--- src/rtl/mem_arbiter_if.sv ---
// Bus bundle between mem_arbiter, fetch/data requesters and memory.
// slave = arbiter view, master = requester/memory side view.
interface mem_arbiter_if #(
  parameter int DATAWIDTH = 32,
  parameter int ADDRWIDTH = 32
);
  logic                 if_req_i;
  logic [ADDRWIDTH-1:0] if_addr_i;
  logic                 if_gnt_o;
  logic                 if_rvalid_o;
  logic [DATAWIDTH-1:0] if_rdata_o;
  logic                 dm_req_i;
  logic                 dm_we_i;
  logic [ADDRWIDTH-1:0] dm_addr_i;
  logic [DATAWIDTH-1:0] dm_wdata_i;
  logic                 dm_gnt_o;
  logic                 dm_rvalid_o;
  logic [DATAWIDTH-1:0] dm_rdata_o;
  logic                 mem_req_o;
  logic                 mem_we_o;
  logic [ADDRWIDTH-1:0] mem_addr_o;
  logic [DATAWIDTH-1:0] mem_wdata_o;
  logic [DATAWIDTH-1:0] mem_rdata_i;
  logic                 busy_o;

  modport slave (
    input  if_req_i, if_addr_i,
    input  dm_req_i, dm_we_i, dm_addr_i, dm_wdata_i,
    input  mem_rdata_i,
    output if_gnt_o, if_rvalid_o, if_rdata_o,
    output dm_gnt_o, dm_rvalid_o, dm_rdata_o,
    output mem_req_o, mem_we_o, mem_addr_o, mem_wdata_o,
    output busy_o
  );

  modport master (
    output if_req_i, if_addr_i,
    output dm_req_i, dm_we_i, dm_addr_i, dm_wdata_i,
    output mem_rdata_i,
    input  if_gnt_o, if_rvalid_o, if_rdata_o,
    input  dm_gnt_o, dm_rvalid_o, dm_rdata_o,
    input  mem_req_o, mem_we_o, mem_addr_o, mem_wdata_o,
    input  busy_o
  );
endinterface

--- src/rtl/mem_arbiter.sv ---
// Fetch/data arbiter for one single-port memory, data-first with fetch starve guard.
// Ports: clk_i, rst_i (async active-low), bus (mem_arbiter_if.slave).
module mem_arbiter #(
  parameter int DATAWIDTH    = 32,
  parameter int ADDRWIDTH    = 32,
  parameter int MEM_LATENCY  = 1,
  parameter int STARVE_LIMIT = 4
) (
  input  logic          clk_i,
  input  logic          rst_i,
  mem_arbiter_if.slave  bus
);

  typedef enum logic {S_IDLE, S_WAIT} state_e;

  state_e               state_q, state_d;
  logic [3:0]           cnt_q, cnt_d;
  logic [3:0]           starve_q, starve_d;
  logic                 owner_q, owner_d;
  logic                 we_q, we_d;
  logic                 if_rv_q, if_rv_d;
  logic                 dm_rv_q, dm_rv_d;
  logic [DATAWIDTH-1:0] if_rd_q, if_rd_d;
  logic [DATAWIDTH-1:0] dm_rd_q, dm_rd_d;

  logic                 if_gnt;
  logic                 dm_gnt;
  logic                 mem_req;
  logic                 mem_we;
  logic [ADDRWIDTH-1:0] mem_addr;
  logic [DATAWIDTH-1:0] mem_wdata;
  logic                 pick_dm;

  // Fetch overrides data only once it has been passed over enough times.
  assign pick_dm = bus.dm_req_i &
    !(bus.if_req_i && starve_q == 4'(STARVE_LIMIT));

  always_comb begin
    state_d   = state_q;
    cnt_d     = cnt_q;
    starve_d  = starve_q;
    owner_d   = owner_q;
    we_d      = we_q;
    if_rv_d   = 1'b0;
    dm_rv_d   = 1'b0;
    if_rd_d   = if_rd_q;
    dm_rd_d   = dm_rd_q;
    if_gnt    = 1'b0;
    dm_gnt    = 1'b0;
    mem_req   = 1'b0;
    mem_we    = 1'b0;
    mem_addr  = '0;
    mem_wdata = '0;
    unique case (state_q)
      S_IDLE: begin
        if (!bus.if_req_i) starve_d = '0;
        if (pick_dm) begin
          dm_gnt    = 1'b1;
          mem_req   = 1'b1;
          mem_we    = bus.dm_we_i;
          mem_addr  = bus.dm_addr_i;
          mem_wdata = bus.dm_wdata_i;
          owner_d   = 1'b1;
          we_d      = bus.dm_we_i;
          state_d   = S_WAIT;
          cnt_d     = 4'd1;
          if (bus.if_req_i) starve_d = starve_q + 4'd1;
        end else if (bus.if_req_i) begin
          if_gnt   = 1'b1;
          mem_req  = 1'b1;
          mem_addr = bus.if_addr_i;
          owner_d  = 1'b0;
          we_d     = 1'b0;
          state_d  = S_WAIT;
          cnt_d    = 4'd1;
          starve_d = '0;
        end
      end
      S_WAIT: begin
        if (cnt_q == 4'(MEM_LATENCY)) begin
          state_d = S_IDLE;
          if (owner_q) begin
            dm_rv_d = 1'b1;
            dm_rd_d = we_q ? '0 : bus.mem_rdata_i;
          end else begin
            if_rv_d = 1'b1;
            if_rd_d = bus.mem_rdata_i;
          end
        end else begin
          cnt_d = cnt_q + 4'd1;
        end
      end
      default: state_d = S_IDLE;
    endcase
  end

  always_ff @(posedge clk_i or negedge rst_i) begin
    if (!rst_i) begin
      state_q  <= S_IDLE;
      cnt_q    <= '0;
      starve_q <= '0;
      owner_q  <= 1'b0;
      we_q     <= 1'b0;
      if_rv_q  <= 1'b0;
      dm_rv_q  <= 1'b0;
      if_rd_q  <= '0;
      dm_rd_q  <= '0;
    end else begin
      state_q  <= state_d;
      cnt_q    <= cnt_d;
      starve_q <= starve_d;
      owner_q  <= owner_d;
      we_q     <= we_d;
      if_rv_q  <= if_rv_d;
      dm_rv_q  <= dm_rv_d;
      if_rd_q  <= if_rd_d;
      dm_rd_q  <= dm_rd_d;
    end
  end

  // Grant path is combinational from req; mask it so reset silences every output.
  assign bus.if_gnt_o    = if_gnt & rst_i;
  assign bus.dm_gnt_o    = dm_gnt & rst_i;
  assign bus.mem_req_o   = mem_req & rst_i;
  assign bus.mem_we_o    = mem_we & rst_i;
  assign bus.mem_addr_o  = rst_i ? mem_addr : '0;
  assign bus.mem_wdata_o = rst_i ? mem_wdata : '0;
  assign bus.if_rvalid_o = if_rv_q;
  assign bus.dm_rvalid_o = dm_rv_q;
  assign bus.if_rdata_o  = if_rd_q;
  assign bus.dm_rdata_o  = dm_rd_q;
  assign bus.busy_o      = (state_q == S_WAIT);

endmodule

--- src/flat_wrapper.sv ---
// flat-port wrapper written by rule: the top's interface ports become plain ports
module mem_arbiter_flat 
#(
  parameter int DATAWIDTH    = 32,
  parameter int ADDRWIDTH    = 32,
  parameter int MEM_LATENCY  = 1,
  parameter int STARVE_LIMIT = 4
)
  (clk_i, rst_i, bus_if_req_i, bus_if_addr_i, bus_dm_req_i, bus_dm_we_i, bus_dm_addr_i, bus_dm_wdata_i, bus_mem_rdata_i, bus_if_gnt_o, bus_if_rvalid_o, bus_if_rdata_o, bus_dm_gnt_o, bus_dm_rvalid_o, bus_dm_rdata_o, bus_mem_req_o, bus_mem_we_o, bus_mem_addr_o, bus_mem_wdata_o, bus_busy_o);
  mem_arbiter_if #(.DATAWIDTH(DATAWIDTH), .ADDRWIDTH(ADDRWIDTH)) bus_i ();
  input  logic clk_i;
  input  logic rst_i;
  input wire logic [$bits(bus_i.if_req_i)-1:0] bus_if_req_i;
  input wire logic [$bits(bus_i.if_addr_i)-1:0] bus_if_addr_i;
  input wire logic [$bits(bus_i.dm_req_i)-1:0] bus_dm_req_i;
  input wire logic [$bits(bus_i.dm_we_i)-1:0] bus_dm_we_i;
  input wire logic [$bits(bus_i.dm_addr_i)-1:0] bus_dm_addr_i;
  input wire logic [$bits(bus_i.dm_wdata_i)-1:0] bus_dm_wdata_i;
  input wire logic [$bits(bus_i.mem_rdata_i)-1:0] bus_mem_rdata_i;
  output wire logic [$bits(bus_i.if_gnt_o)-1:0] bus_if_gnt_o;
  output wire logic [$bits(bus_i.if_rvalid_o)-1:0] bus_if_rvalid_o;
  output wire logic [$bits(bus_i.if_rdata_o)-1:0] bus_if_rdata_o;
  output wire logic [$bits(bus_i.dm_gnt_o)-1:0] bus_dm_gnt_o;
  output wire logic [$bits(bus_i.dm_rvalid_o)-1:0] bus_dm_rvalid_o;
  output wire logic [$bits(bus_i.dm_rdata_o)-1:0] bus_dm_rdata_o;
  output wire logic [$bits(bus_i.mem_req_o)-1:0] bus_mem_req_o;
  output wire logic [$bits(bus_i.mem_we_o)-1:0] bus_mem_we_o;
  output wire logic [$bits(bus_i.mem_addr_o)-1:0] bus_mem_addr_o;
  output wire logic [$bits(bus_i.mem_wdata_o)-1:0] bus_mem_wdata_o;
  output wire logic [$bits(bus_i.busy_o)-1:0] bus_busy_o;
  assign bus_i.if_req_i = bus_if_req_i;
  assign bus_i.if_addr_i = bus_if_addr_i;
  assign bus_i.dm_req_i = bus_dm_req_i;
  assign bus_i.dm_we_i = bus_dm_we_i;
  assign bus_i.dm_addr_i = bus_dm_addr_i;
  assign bus_i.dm_wdata_i = bus_dm_wdata_i;
  assign bus_i.mem_rdata_i = bus_mem_rdata_i;
  assign bus_if_gnt_o = bus_i.if_gnt_o;
  assign bus_if_rvalid_o = bus_i.if_rvalid_o;
  assign bus_if_rdata_o = bus_i.if_rdata_o;
  assign bus_dm_gnt_o = bus_i.dm_gnt_o;
  assign bus_dm_rvalid_o = bus_i.dm_rvalid_o;
  assign bus_dm_rdata_o = bus_i.dm_rdata_o;
  assign bus_mem_req_o = bus_i.mem_req_o;
  assign bus_mem_we_o = bus_i.mem_we_o;
  assign bus_mem_addr_o = bus_i.mem_addr_o;
  assign bus_mem_wdata_o = bus_i.mem_wdata_o;
  assign bus_busy_o = bus_i.busy_o;
  mem_arbiter #(.DATAWIDTH(DATAWIDTH), .ADDRWIDTH(ADDRWIDTH), .MEM_LATENCY(MEM_LATENCY), .STARVE_LIMIT(STARVE_LIMIT)) u_core (.clk_i(clk_i), .rst_i(rst_i), .bus(bus_i));
endmodule
--- config.mk ---
export PLATFORM = sky130hd
export DESIGN_NAME = mem_arbiter_flat
export DESIGN_NICKNAME = d
export VERILOG_FILES = /design/src/rtl/mem_arbiter_if.sv /design/src/rtl/mem_arbiter.sv /design/src/flat_wrapper.sv
export SDC_FILE = /design/constraint.sdc
export NUM_CORES = 1
export LEC_CHECK = 0
export CAP_MARGIN = 30
export CELL_PAD_IN_SITES_DETAIL_PLACEMENT = 0
export CELL_PAD_IN_SITES_GLOBAL_PLACEMENT = 1
export CORE_MARGIN = 8
export CORE_UTILIZATION = 28
export CTS_CLUSTER_DIAMETER = 60
export DETAILED_ROUTE_END_ITERATION = 8
export PLACE_DENSITY = 0.83
export SLEW_MARGIN = 10
export SYNTH_ARGS = -nofsm -noshare
export SYNTH_HDL_FRONTEND = slang
export SYNTH_SLANG_ARGS = --single-unit
--- constraint.sdc ---
create_clock -name clk_i -period 3.4 [get_ports clk_i]
set_input_delay 0.68 -clock clk_i [delete_from_list [all_inputs] [get_ports clk_i]]
set_output_delay 0.68 -clock clk_i [all_outputs]
set_load 0.02 [all_outputs]
## Yosys cells after proc, flatten, opt, wreduce, memory -nomap -nowiden

Index checks and enable logic that the tools add are counted.

- Memory bits (read-only): 0
- Bits in latches: 0
- RAM bits: 0
- Memories kept: 0
- Bits in registers: 77

- Divide/modulo/power cells: 0
- $lt $le $gt $ge: 0
- Bitwise gates (word level): 7
- Reductions and logical operators: 7
- Shift-type cells: 0
- Muxes and demuxes: 34
- Add/subtract/negate cells: 2
- Equality and inequality tests: 4
- Multiply operators: 0

Operator list:

| operator | number |
|---|---|
| 32-bit two-way mux | 8 |
| 4-bit two-way mux | 5 |
| 1-bit two-way mux | 19 |
| 4-bit by 1-bit adder with 4-bit output, second input constant | 2 |
| 4-bit case mux with 2 select lines | 1 |
| 3-bit AND reduction | 2 |
| 1-bit bitwise AND | 5 |
| 4-bit by 1-bit == test with 1-bit output, second input constant | 1 |
| 4-bit by 3-bit == test with 1-bit output, second input constant | 1 |
| 2-bit AND reduction | 2 |
| 3-bit by 2-bit != test with 1-bit output, second input constant | 1 |
| 2-bit != test, second input constant | 1 |
| 1-bit inverter | 2 |
| 1-bit case mux with 2 select lines | 1 |
| 2-bit nonzero test | 1 |
| 1-bit logical AND | 1 |
| 1-bit zero test | 1 |

## Depth between registers and ports, before layout

Gate-level depths: netlist of the first run.

- Depth after elaboration: 7
- Depth in mapped cells: 7
- Mapped depth without buffers: 5

## Worst setup path after synthesis of the first run

OpenSTA, ideal clock, no wires.

- Kind: input-to-output
- Start point: input bus_dm_req_i
- End point: output bus_mem_wdata_o[22]
- Path buffers: 2
- Stages on the path: 4
- Slack: 876 ps
- Arrival time: 1844 ps
- Cell sequence: clkbuf_1 and4_1 clkbuf_1 and2_1

- Word-level cells in the longest chain between the ends: 4

Ends and longest elaborated chain:

| item | RTL line | RTL |
|---|---|---|
| start, declared | flat_wrapper.sv:15 | `input wire logic [$bits(bus_i.dm_req_i)-1:0] bus_dm_req_i;` |
| 1-bit bitwise AND | mem_arbiter.sv:35 | `assign pick_dm = bus.dm_req_i &` |
| 32-bit two-way mux | mem_arbiter.sv:57 | `if (pick_dm) begin` |
| 32-bit two-way mux | mem_arbiter.sv:54 | `unique case (state_q)` |
| 32-bit two-way mux | mem_arbiter.sv:127 | `assign bus.mem_wdata_o = rst_i ? mem_wdata : '0;` |
| end, declared | flat_wrapper.sv:29 | `output wire logic [$bits(bus_i.mem_wdata_o)-1:0] bus_mem_wdata_o;` |

No other way between the ends.

## Worst setup path in the final report of the first run

- Start point: input bus_if_req_i
- End point: output bus_mem_addr_o[8]

- Word-level cells in the longest chain between the ends: 6
- Elaborated cells between the ends (all ways): 7
- Those cells by class: 4 x mux; 1 x bitwise; 2 x reduce/logical

Ends and longest elaborated chain:

| item | RTL line | RTL |
|---|---|---|
| start, declared | flat_wrapper.sv:13 | `input wire logic [$bits(bus_i.if_req_i)-1:0] bus_if_req_i;` |
| 1-bit logical AND | mem_arbiter.sv:36 | `!(bus.if_req_i && starve_q == 4'(STARVE_LIMIT));` |
| 1-bit zero test | mem_arbiter.sv:36 |  |
| 1-bit bitwise AND | mem_arbiter.sv:35 |  |
| 32-bit two-way mux (*) | mem_arbiter.sv:57 |  |
| 32-bit two-way mux (*) | mem_arbiter.sv:54 |  |
| 32-bit two-way mux (*) | mem_arbiter.sv:126 | `assign bus.mem_addr_o = rst_i ? mem_addr : '0;` |
| end, declared | flat_wrapper.sv:28 | `output wire logic [$bits(bus_i.mem_addr_o)-1:0] bus_mem_addr_o;` |

Every way passes the cells marked *; elsewhere a longest branch is shown, timed or not.

==> impl_metrics.ini, run 1 <==
[grt]
track_usage_pct = 16.0
grt_start_max_net_pins = 78
antenna_found_initial = 0
overflow = 0
grt_pass1_vias = 4120
grt_pass1_wl_um = 24700

[pwr]
ir_worst_vdd_v = 0.000420
powerDensity_nw_per_um2 = 741
p_leak_nw = 3.21

[layout]
syn2layout_area_growth_pct = 75.2
fin_util_pct = 49.5
nFillCells = 1423
layout_commonest_cell = clkdlybuf4s50_1
mostFrequentLayoutCells = 232 x clkdlybuf4s50_1, 77 x dfrtp_1, 64 x mux2_2
antenna_cells = 0
drive_gt1_share_pct = 14.4
final_cell_count_no_fill = 874
finalNetCount = 818

[floorplanning]
core_um2 = 15000
die_area_um2 = 19300
die_h_um = 139
ios = 268
die_x_um = 139
initial_core_util_pct = 28.3
std_cell_rows = 45

[worst_setup_path]
r2r-start = u_core.cnt_q[1]$_DFFE_PN0P_
cp_data_required_time_ps = 2720
crit_path_start = bus_if_req_i
slowest_delay_ps = 660
cp_data_arrival_time_ps = 2670
crit_path_frequent_cell = clkdlybuf4s50_1
worstPathCellList = clkdlybuf4s50_1, nand4b_1, buf_12, a21o_1, a21oi_1, clkdlybuf4s50_1
end_kind = output pin
critPathKind = in -> out
worst_setup_path_start_kind = input port
slowest_stage = clkdlybuf4s50_1
worstPathMaxFanout = 28

[sta]
worst_slew_pin_slew_ps = 457
clock.fmax_mhz = 298
hold_slack_ps = 405
hold_viol_final = 0
fin_skew_ps = 6.01
min_period_ps = 3350
grt_setup_unrepaired = true
slew_violations = 0
finalSetupTns_ps = 0
final.period_utilization_pct = 98.7
slew_headroom_pct = 69.5
final-setup-viol-count = 0

[drt]
routed_wirelength_um = 15800
drc_errors = 0
vias = 4067
vias_per_cell = 4.65
drt_iter0_drc = 171
wl_per_cell_um = 18.1
ant_nets = 0
drtPass1Iterations = 4

[clocking]
clock-sinks = 77
clk_pin_slew_ps = 60
root_buffer = clkbuf_16
insertion_delay_ps = 330
cts-buffers-inserted = 9
cts_tree = built
clock_path_buffers = 2
cts_max_level = 3
post_cts_buffers = 0
postCtsHoldBufs = 0

[outcome]
outcome = completed

[placement]
place.gp.congestion = 0.827
dp_hpwl_um = 12300
io_buffer_count = 267
dp.cells = 857

[yosys]
synthesis.area_um2 = 4240
ys_top_cells_by_area = dfrtp_1 45%, mux2_2 17%, a21o_1 5.7%, and2_1 4.7%, nor2b_1 4.7%
ys_seq_elements = 77
synthCells = 424
synth_area_per_cell_um2 = 9.99
ys_types = 32
yosys.area.top_type_share_pct = 45.5
yosysWarnings = 0
synth_nets = 561
yosysTopAreaCell = dfrtp_1
synth_seq_area_share_pct = 45.5

[hold_path]
hold_path.class = in -> async

[run]
drv_cap = 0
power by group:
| group | switching, mW | total (mW) | leakage (nW) | internal [mW] |
|---|---|---|---|---|
| registers | 0.253 | 1.62 | 0.931 | 1.37 |
| clock network | 0.350 | 0.936 | 0.143 | 0.586 |
| logic | 1.43 | 2.94 | 2.14 | 1.51 |
| total | 2.04 | 5.50 | 3.21 | 3.46 |
per-stage QoR:
step	power, mW	setup slack (ps)	cell area (µm²)
finish	5.50	45.2	7420
CTS	5.60	48.0	7390
global placement	4.56	8.76	7140
detailed placement	4.65	-46.7	7140
global route	5.82	-21.1	7420
floorplan	3.16	876	4240
synthesized netlist by cell type:
cell type and instances:
nor2b_1 32, buf_2 2, and2_1 32, ha_1 4
mux2_2 64, nor3b_1 1, a32o_1 1, o22ai_1 2
a21o_1 32, o21ai_0 5, nand2_1 41, nand3_1 38
clkbuf_1 25, xor2_1 1, o21ba_2 1, inv_2 1
buf_6 3, a211oi_1 2, nand4b_1 1, nor2_1 6
o211ai_1 1, and4_1 1, nor3_4 1, buf_1 6
a21oi_1 32, a31oi_1 1, or3b_1 1, inv_1 5
mux2i_1 3, nand4_1 1, o21bai_1 1, dfrtp_1 77
layout make-up:
type                            instances  area, µm²  share of cell area (%)
Sequential cell                        77       1930                    26.0
Clock buffer                           12        246                    3.32
Clock inverter                          4       47.5                   0.641
Multi-Input combinational cell        305       2130                    28.7
Timing Repair Buffer                  282       2810                    37.9
Tap cell                              188        235                    3.17
Inverter                                6       22.5                   0.303
cell families (layout without fill, tap and decap cells):
| logic type | Yosys count | after routing | synth area share, % |
|---|---|---|---|
| simple gates | 155 | 155 | 19.4 |
| fa+ha+maj | 4 | 4 | 1.18 |
| xor+xnor | 1 | 1 | 0.207 |
| compound gates | 78 | 78 | 11.7 |
| mux | 67 | 67 | 17.7 |
| buf+inv | 42 | 304 | 4.31 |
| flops | 77 | 77 | 45.5 |
metal layers:
metal / vias up / track usage, % / part of all wire (%)
met5: - / 0 / 0
met4: 0 / 4.79 / 1.8
met3: 16 / 4.34 / 5.3
met2: 108 / 29.6 / 55
met1: 1976 / 17.6 / 38
li1: 1967 / - / -
registers in the layout, indices dropped and copies added, names as in the netlist:
| register | cells |
|---|---|
| u_core.owner_q | 1 |
| u_core.bus.dm_rdata_o | 32 |
| u_core.bus.dm_rvalid_o | 1 |
| u_core.bus.busy_o | 1 |
| u_core.starve_q | 4 |
| u_core.bus.if_rdata_o | 32 |
| u_core.we_q | 1 |
| u_core.cnt_q | 4 |
| u_core.bus.if_rvalid_o | 1 |
worst paths after layout:
path	to	slack, ps	cells after the start
setup / recovery	bus_mem_addr_o[8]	50	6
hold / removal	u_core.cnt_q[1]$_DFFE_PN0P_	410	2
setup reg to reg	u_core.bus.if_rdata_o[4]$_DFFE_PN0P_	1270	6
hold reg to reg	u_core.bus.if_rdata_o[9]$_DFFE_PN0P_	500	1
max in group asynchronous	u_core.bus.if_rdata_o[17]$_DFFE_PN0P_	2420	3
min in group clk_i	u_core.bus.if_rdata_o[9]$_DFFE_PN0P_	500	1
worst max-delay path: cells and delay by family:
kind | cells | cell delay (ps)
AOI/OAI and AO/OA | 2 | 380
and+or+nand+nor | 1 | 230
buffers and inverters | 3 | 1390
what timing repair did:
action / in CTS / in global routing
resized for setup: 32 / 1
setup endpoints to repair: 32 / 3
pin swaps: 1 / 0
No activity file was read; power rests on OpenSTA's default activity.
==> inputs of run 2 (changes only) <==
--- a/config.mk
+++ b/config.mk
@@ -8,7 +8,7 @@
 export CAP_MARGIN = 30
 export CELL_PAD_IN_SITES_DETAIL_PLACEMENT = 0
 export CELL_PAD_IN_SITES_GLOBAL_PLACEMENT = 1
-export CORE_MARGIN = 8
+export CORE_MARGIN = 5
 export CORE_UTILIZATION = 28
 export CTS_CLUSTER_DIAMETER = 60
 export DETAILED_ROUTE_END_ITERATION = 8
==> impl_metrics.ini, run 2 (synthesis results as in run 1) <==
[worst_setup_path]
r2r-start = u_core.cnt_q[1]$_DFFE_PN0P_
rr_worst_depth = 6
cp_data_arrival_time_ps = 2630
cp_data_required_time_ps = 2720
worstPathMaxFanout = 46
critPathKind = in -> out
ff2ff_setup_slack_ps = 1190
worst_setup_path_start_kind = input port
end_kind = output pin
reg2reg_to = u_core.bus.if_rdata_o[8]$_DFFE_PN0P_

[clocking]
insertion_delay_ps = 330
cts-buffers-inserted = 9
cts_max_level = 3
cts_tree = built
postCtsHoldBufs = 0
root_buffer = clkbuf_16
clock_path_buffers = 2
clk_pin_slew_ps = 50
clock-sinks = 77

[pwr]
swShare_pct = 36.8
ir_worst_vdd_v = 0.000562
seqPwrFrac_pct = 29.5
pwr-share-comb_pct = 53.6
p_clk_share_pct = 16.9
p_leak_nw = 3.06
power.internal_mw = 3.48
powerDensity_nw_per_um2 = 736
p_switching_mw = 2.02

[drt]
vias_per_cell = 4.70
drt_iter0_drc = 226
vias = 4112
routed_wirelength_um = 14700
wl_per_cell_um = 16.8
drtPass1Iterations = 4
drc_errors = 0
ant_nets = 0

[sta]
worst_slew_pin_slew_ps = 470
hold_slack_ps = 185
setup_ws_ps = 87.7
min_period_ps = 3310
slew_headroom_pct = 68.7
hold_viol_final = 0
finalSetupTns_ps = 0
fin_skew_ps = 3.74
final-setup-viol-count = 0
slew_violations = 0
clock.fmax_mhz = 302
final.period_utilization_pct = 97.4

[floorplanning]
die_area_um2 = 17700
initial_core_util_pct = 28.2
die_x_um = 133
ios = 268
core_um2 = 15000
std_cell_rows = 45
die_h_um = 133

[layout]
syn2layout_area_growth_pct = 76.2
nFillCells = 1353
seqCellArea_um2 = 1930
mostFrequentLayoutCells = 265 x clkdlybuf4s50_1, 77 x dfrtp_1, 64 x mux2_2
finalNetCount = 818
drive_gt1_share_pct = 14.6
layout_commonest_cell = clkdlybuf4s50_1
antenna_cells = 0
multiInputGateArea_um2 = 2130

[grt]
track_usage_pct = 16.2
grt_pass1_vias = 4223
antenna_found_initial = 0
overflow = 0
grt_pass1_wl_um = 23400
grt_start_max_net_pins = 68

[outcome]
outcome = completed

[hold_path]
hold_path.class = in -> async

[placement]
place.gp.congestion = 0.818
io_buffer_count = 267
pre_cts_slack_ps = 25.3
dp_hpwl_um = 11200

[run]
drv_cap = 0
run 2: stage by stage:
step                      cells  area [µm²]  power (mW)  util [%]
after floorplan             424        4240        3.16         -
after global placement      855        7110        4.53      47.3
after detailed placement    855        7110        4.60      47.3
after CTS                   871        7410        5.57      49.3
after global routing        874        7470        5.84      49.7
final                       874        7470        5.49      49.7
run 2: power by group through the flow:
stage	logic, mW	registers, mW	clock network (mW)
floorplan	1.05	2.11	0
global placement	2.93	1.60	0
detailed placement	2.97	1.63	0
CTS	2.98	1.63	0.964
global route	3.15	1.68	1.01
finish	2.94	1.62	0.931
run 2: per-layer routing:
layer	up-vias	routed length, µm	GRT usage (%)
met5	-	0	0
met4	0	81	3.18
met3	7	1320	6.12
met2	173	7760	28.7
met1	1967	5500	18.8
li1	1965	-	-
run 2: worst max path at each step:
stage                            start                  end  slack, ps  cells past startpoint
final                     bus_if_req_i    bus_mem_addr_o[2]         90                      7
after global routing      bus_if_req_i    bus_mem_addr_o[6]         -1                      7
after detailed placement  bus_if_req_i    bus_mem_addr_o[2]         30                      6
after global placement    bus_if_req_i    bus_mem_addr_o[2]         50                      6
after floorplan           bus_dm_req_i  bus_mem_wdata_o[22]        880                      4
after CTS                 bus_if_req_i    bus_mem_addr_o[2]         20                      6
run 2: repair_timing:
action | in CTS | in global routing
setup endpoints to repair | 0 | 62
setup buffers | 0 | 1
gates resized for setup | 0 | 1
run 2: worst max-delay path, stage by stage:
cell and delay, ps:
clkdlybuf4s50_1 500, nand4b_1 100, buf_4 170, buf_12 180, a21o_1 190, a21oi_1 150, clkdlybuf4s50_1 660
run 2: layout make-up:
class	count	area share [%]
Clock buffer	14	3.80
Clock inverter	2	0.184
Inverter	6	0.302
Multi-Input combinational cell	305	28.6
Sequential cell	77	25.8
Tap cell	188	3.15
Timing Repair Buffer	282	38.2
